**config.mk**
```make
export PLATFORM = sky130hd
export DESIGN_NAME = setup_controller
export DESIGN_NICKNAME = d
export VERILOG_FILES = /design/src/rtl/setup_controller.sv
export SDC_FILE = /design/constraint.sdc
export NUM_CORES = 1
export LEC_CHECK = 0
export ABC_AREA = 1
export ABC_CLOCK_PERIOD_IN_PS = 5000
export CAP_MARGIN = 10
export CORE_MARGIN = 3
export CORE_UTILIZATION = 56
export DETAILED_ROUTE_END_ITERATION = 7
export PLACE_DENSITY_LB_ADDON = 0.15
export SYNTH_ARGS = -nofsm -noshare
export SYNTH_HDL_FRONTEND = slang
export SYNTH_SLANG_ARGS = --single-unit
```
**constraint.sdc**
```tcl
create_clock -name clk -period 5 [get_ports clk]
set_input_delay 0.75 -clock clk [delete_from_list [all_inputs] [get_ports clk]]
set_output_delay 0.75 -clock clk [all_outputs]
set_load 0.05 [all_outputs]
```
**src/rtl/setup_controller.sv**
```systemverilog
// Clock setup mode controller: field selection, auto-repeat adjust strobes
// and idle timeout back to run mode.
module setup_controller #(
    parameter int unsigned HOLD_CYC    = 50_000_000,
    parameter int unsigned REPEAT_CYC  = 10_000_000,
    parameter int unsigned TIMEOUT_CYC = 500_000_000
) (
    input  logic clk,
    input  logic rst,
    input  logic btn_mode,
    input  logic btn_next,
    input  logic btn_inc,
    input  logic btn_dec,
    output logic display,
    output logic setup_sec,
    output logic setup_min,
    output logic setup_hour,
    output logic setup_day,
    output logic setup_month,
    output logic setup_year,
    output logic inc_dec,
    output logic tick
);

    typedef enum logic [2:0] {
        RUN, S_SEC, S_MIN, S_HOUR, S_DAY, S_MON, S_YEAR
    } state_t;

    localparam logic [31:0] HOLD_LIM = 32'(HOLD_CYC);
    localparam logic [31:0] REP_LIM  = 32'(REPEAT_CYC);
    localparam logic [31:0] TO_LAST  = 32'(TIMEOUT_CYC - 1);

    state_t      state;
    state_t      state_n;
    logic [31:0] rep_cnt;
    logic [31:0] idle_cnt;
    logic        rep_phase;
    logic        prev_ok;
    logic        prev_inc;
    logic        prev_dec;

    logic moving;
    logic active;
    logic same;
    logic first;
    logic rep_hit;
    logic tick_n;
    logic any_btn;

    always_comb begin
        state_n = state;
        if (state == RUN) begin
            if (btn_mode) state_n = S_SEC;
        end else if (btn_mode || idle_cnt == TO_LAST) begin
            state_n = RUN;
        end else if (btn_next) begin
            unique case (state)
                S_SEC:   state_n = S_MIN;
                S_MIN:   state_n = S_HOUR;
                S_HOUR:  state_n = S_DAY;
                S_DAY:   state_n = S_MON;
                S_MON:   state_n = S_YEAR;
                S_YEAR:  state_n = S_SEC;
                default: state_n = RUN;
            endcase
        end
    end

    always_comb begin
        display     = (state != RUN);
        setup_sec   = (state != S_SEC);
        setup_min   = (state != S_MIN);
        setup_hour  = (state != S_HOUR);
        setup_day   = (state != S_DAY);
        setup_month = (state != S_MON);
        setup_year  = (state != S_YEAR);
    end

    // A held button is "the same press" only if nothing changed since last
    // cycle, including the field; otherwise it restarts as a first press.
    always_comb begin
        moving  = (state_n != state);
        active  = (state != RUN) && !moving && (btn_inc ^ btn_dec);
        same    = prev_ok && (prev_inc == btn_inc) && (prev_dec == btn_dec);
        first   = active && !same;
        rep_hit = active && same &&
                  (rep_phase ? (rep_cnt == REP_LIM) : (rep_cnt == HOLD_LIM));
        tick_n  = (first || rep_hit) && !tick;
        any_btn = btn_mode || btn_next || btn_inc || btn_dec;
    end

    always_ff @(posedge clk) begin
        if (rst) begin
            state     <= RUN;
            tick      <= 1'b0;
            inc_dec   <= 1'b1;
            rep_cnt   <= '0;
            rep_phase <= 1'b0;
            idle_cnt  <= '0;
            prev_ok   <= 1'b0;
            prev_inc  <= 1'b0;
            prev_dec  <= 1'b0;
        end else begin
            state    <= state_n;
            tick     <= tick_n;
            prev_ok  <= !moving;
            prev_inc <= btn_inc;
            prev_dec <= btn_dec;
            if (tick_n) inc_dec <= btn_inc;

            if (!active) begin
                rep_cnt   <= '0;
                rep_phase <= 1'b0;
            end else if (first || rep_hit) begin
                rep_cnt   <= 32'd1;
                rep_phase <= rep_hit;
            end else begin
                rep_cnt <= rep_cnt + 32'd1;
            end

            if (state == RUN || any_btn) idle_cnt <= '0;
            else                         idle_cnt <= idle_cnt + 32'd1;
        end
    end

endmodule

```
Word-level counts from Yosys, hierarchy flattened
Index checks and enable logic that the tools add are counted.

Register bits: 73. Bits of input ports: 6. Output and inout bits: 9. Logic and storage cells: 61.

Add/sub/neg operators: 2. Eq/ne operators: 18. Multiplexer cells: 7. Bitwise gates (word level): 2. Reduce and logical (&&, ||, !) cells: 22.

Operators with widths (count): 32-bit by 1-bit adder with 32-bit output, second input constant (2); 32-bit by 24-bit == test with 1-bit output, second input constant (1); 32-bit by 26-bit == test with 1-bit output, second input constant (1); 32-bit by 29-bit == test with 1-bit output, second input constant (1); 3-bit one-hot mux with 6 select lines (1); 3-bit 2-to-1 mux (4); 3-bit == test, second input constant (3); 3-bit inequality test, second input constant (3); 1-bit logical AND (8); 3-bit by 2-bit == test with 1-bit output, second input constant (2); 1-bit logical OR (6); 3-bit by 2-bit inequality test with 1-bit output, second input constant (2); 2-bit OR reduction (2); 3-bit by 1-bit == test with 1-bit output, second input constant (1); 1-bit logical NOT (3); 3-bit logical NOT (1); 3-bit by 1-bit inequality test with 1-bit output, second input constant (1); 3-bit inequality test (1); 3-bit nonzero test (1); 3-bit OR reduction (1); 1-bit == test (2); 1-bit 2-to-1 mux (2); 1-bit inverter (1); 1-bit XOR (1).

Longest topological paths before layout
Depth in word-level cells: 13. Mapped depth: 14. Depth with buffers taken out: 14.

Worst setup path after synthesis
No wires, ideal clock.

Kind: input port to flip-flop. Start: input btn_next. End: register rep_cnt[3]. Library setup time: 62 ps. Arrival: 1884 ps. Data required time: 4938 ps. Slack: 3054 ps. Stages: 10. Buffers on the path: 1. Cells stage by stage: nand2_1 > inv_1 > a22oi_1 > nand3_1 > nand2_1 > nand3_2 > nor3_4 > nand3_4 > buf_6 > nor2_2.

Cells in the longest elaborated chain, start to end: 11. Elaborated cells between the ends (all ways): 13. Classes of those cells: eq/ne (1); mux (3); bitwise (1); reduce/logical (8).

Ends and longest elaborated chain: start, declared (line 11) `input logic btn_next,`; 3-bit 2-to-1 mux (*) (line 56) `end else if (btn_next) begin`; 3-bit 2-to-1 mux (*) (line 54) `end else if (btn_mode || idle_cnt == TO_LAST) begin`; 3-bit 2-to-1 mux (*) (line 52) `if (state == RUN) begin`; 3-bit inequality test (*) (line 82) `moving = (state_n != state);`; 1-bit logical NOT (*) (line 83) `active = (state != RUN) && !moving && (btn_inc ^ btn_dec);`; 1-bit logical AND (*) (2 in series) (line 83); 1-bit logical AND (2 in series) (line 86) `rep_hit = active && same &&`; 1-bit logical OR (line 114) `end else if (first || rep_hit) begin`; 3-bit OR reduction (no source line) (*); end signal, assigned (line 118) `rep_cnt <= rep_cnt + 32'd1;`; end, declared (line 35) `logic [31:0] rep_cnt;`.

Mark *: on every way between the ends. The rest lies on a longest branch, timed or not. A chain may end at the register's enable or synchronous reset.

Final worst setup path
Start: register state[0]. End: output display.

Cells in the longest elaborated chain, start to end: 1.

Ends and longest elaborated chain: start, declared (line 33) `state_t state;`; start signal, assigned (line 104) `state <= state_n;`; 3-bit nonzero test (line 70) `display = (state != RUN);`; end, declared (line 14) `output logic display,`.

Every way passes these cells.

==> summary.txt <==
STA
  – Final Max Tran Viols: 0
  – Setup Viol. Count Final: 0
  – Fin. Hold Viols: 0
  – RSZ-0062 raised after global routing: false
  – Final TNS setup: 0 ns
  – Relative slew slack: 0.506
  – Period utilization: 0.551
  – Slew @ Worst Pin: 0.739 ns
  – Fmax: 0.363 GHz
  – Worst clock skew: 0.0119 ns
  – Min Tclk post-route: 2.76 ns

Final layout
  – Nets: 590
  – Layout cells sized above 1: 0.106
  – Layout Area Growth over Synthesis: 10.3%
  – Fillers: 621
  – Ant diodes: 0
  – Final Cell Area: 4370 sq um

Synth
  – FF+latch count, synth: 73
  – Post-synth EDFFs: 0
  – Seq/Total Area, Yosys: 0.369
  – Post-synthesis cell area: 3960 sq um
  – Synth top area cells: dfxtp_1, inv_1, nand2_1, nor2_1, xor2_1
  – Syn_area_per_cell: 7.04 sq um
  – Most numerous cell in the Yosys netlist: inv_1
  – Synth Warn #: 0
  – Gate count of the mapped netlist: 563
  – Asr flop ratio synth: 0
  – Most used DFF post-synth: dfxtp_1
  – Synth unique cells: 35
  – Cell taking the most area after synthesis: dfxtp_1
  – Top-area cell type share of the netlist area: 0.369
  – Top post-synthesis cells by count: inv_1, nand2_1, dfxtp_1
  – Syn Nets: 572

Critical path
  – Worst EP required: 4.25 ns
  – Flop2flop setup slack: 2.58 ns
  – Crit path from: state[0]
  – Critical Path Slowest Stage Cell: clkdlybuf4s50_1
  – Data arrival, critical path: 2.01 ns
  – Crit-path max cell delay: 0.81 ns
  – Startpoint Class: flip-flop
  – Kind of critical path: reg -> out
  – Crit-path max FO: 8
  – Reg-to-reg startpoint: idle_cnt[0]
  – CP Cell Sequence: inv_2 -> nand2_1 -> nor2_1 -> inv_1 -> clkdlybuf4s50_1
  – Reg2reg path depth: 13
  – Crit. End Element: primary output
  – R2r endpoint: rep_cnt[9]

Clock tree
  – H-tree depth: 3
  – Clk_lat worst skew: 0.36 ns
  – Hold bufs inserted after CTS: 0
  – Post-CTS setup buffers: 0
  – Clk buf depth: 2
  – CTS buffer count: 9
  – CTS resizes: 0
  – Clock sink count: 73
  – Root buffer cell: clkbuf_8
  – Clock Pin Slew Worst Setup and Hold Paths: 0.07 ns
  – CTS tree: done

Global route
  – Total global-route track usage: 0.211
  – Gr ovfl total: 0
  – Largest net degree at the start of global routing: 32
  – Global-route wire length before repair: 14300 microns
  – Vias in the first global route: 3293
  – Initial antenna violation count: 0

Place
  – Dpl hpwl: 5940 microns
  – GP Congestion: 0.896
  – PortBufs: 14
  – Area post-placement: 4160 sq um

Die
  – IO Count: 15
  – Chip height: 90.1 microns
  – FP Rows: 30
  – Die area: 8120 sq um
  – Die span in x: 90.1 microns
  – Initial Util: 0.580
  – Core ar.: 6830 sq um

Worst hold path
  – Worst Hold Path EP: idle_cnt[0]
  – Hold Crit Depth: 1
  – Hold Crit Class: reg -> reg
  – Min-delay src: idle_cnt[0]

Drt
  – DRC: 0
  – Vias: 3487
  – Final ANT Viol Nets: 0
  – Number of iterations in the first detailed-routing pass: 5
  – DR WL/cell: 11.9 microns
  – DRT iter0 DRCs: 182
  – Total wire length: 8140 microns
  – Vias per cell: 5.12

Run status
  – Status: finished, final reports clean

Power and ir drop
  – Leakage: 1.44 nW
  – Power Density: 262 nW/um^2
  – Max IR drop VDD: 0.000153 V

Run
  – Max_cap viols: 0
==> power by group <==
| part | total (mW) | internal (mW) | switching [mW] |
|---|---|---|---|
| combinational | 0.0481 | 0.0173 | 0.0308 |
| clock | 0.508 | 0.292 | 0.216 |
| sequential | 0.587 | 0.585 | 0.00287 |
==> sequential cells by signal (all words and copies together) (netlist names) <==
signal and count:
rep_phase 1, prev_ok 1, tick 1, idle_cnt 32, inc_dec 1, state 3
rep_cnt 32, prev_inc 1, prev_dec 1
==> critical path: cells and delay by family (launching register included) <==
family                 cells  cell delay, ns
and+or+nand+nor            2            0.17
DFF                        1            0.46
buffers and inverters      3            1.03
==> stage by stage <==
| stage | cells | hold WS (ns) | power, mW | setup WS (ns) | utilization |
|---|---|---|---|---|---|
| final | 681 | 0.453 | 1.14 | 2.24 | 0.640 |
| after global routing | 681 | 0.511 | 1.18 | 2.11 | 0.640 |
| after CTS | 681 | 0.455 | 1.15 | 2.23 | 0.640 |
| after detailed placement | 666 | 0.444 | 0.649 | 2.01 | 0.609 |
| after global placement | 666 | 0.432 | 0.648 | 2.14 | 0.609 |
| after floorplan | 563 | 0.418 | 0.637 | 3.05 | - |
==> layout make-up <==
type                       count  area [sq um]  area share
inverter                      97           364      0.0833
sequential                    73          1460       0.334
tap                           96           120      0.0275
multi-input combinational    385          2070       0.473
clock inverter                 3          65.1      0.0149
clock buffer                  12           145      0.0332
timing repair buffer          15           148      0.0338
==> worst max-delay path by stage <==
stage                       end  slack [ns]
floorplan            rep_cnt[3]        3.05
global route            display        2.11
detailed placement  rep_cnt[16]        2.01
global placement    rep_cnt[31]        2.14
CTS                     display        2.23
finish                  display        2.24
==> routing by layer <==
metal,GRT usage,vias up,wire (microns)
met5,0,-,0
met3,0.0544,13,381
met2,0.325,88,3540
met1,0.285,1560,4080
met4,0.0740,0,131
li1,-,1826,-
==> logic make-up after synthesis <==
logic type / count (synthesis) / synth area share
AOI/OAI and AO/OA: 39 / 0.0553
and+or+nand+nor: 309 / 0.381
DFF: 73 / 0.369
buffers and inverters: 105 / 0.110
xor gates and xnor gates: 34 / 0.0752
adders and majority gates: 3 / 0.00947
==> layout by cell type (no fill, tap or decap), types with 7 or more instances in the layout <==
cell | Yosys | final
a21oi_1 | 17 | 17
clkbuf_8 | 0 | 10
clkdlybuf4s50_1 | 0 | 14
dfxtp_1 | 73 | 73
inv_1 | 94 | 94
nand2_1 | 86 | 86
nand3_1 | 38 | 38
nand4_1 | 16 | 16
nor2_1 | 71 | 71
nor2_2 | 34 | 34
nor3_1 | 33 | 33
nor3b_1 | 8 | 8
nor4_1 | 7 | 7
o21ai_0 | 12 | 12
xnor2_1 | 8 | 8
xor2_1 | 26 | 26
(Power assumes the default switching activity.)
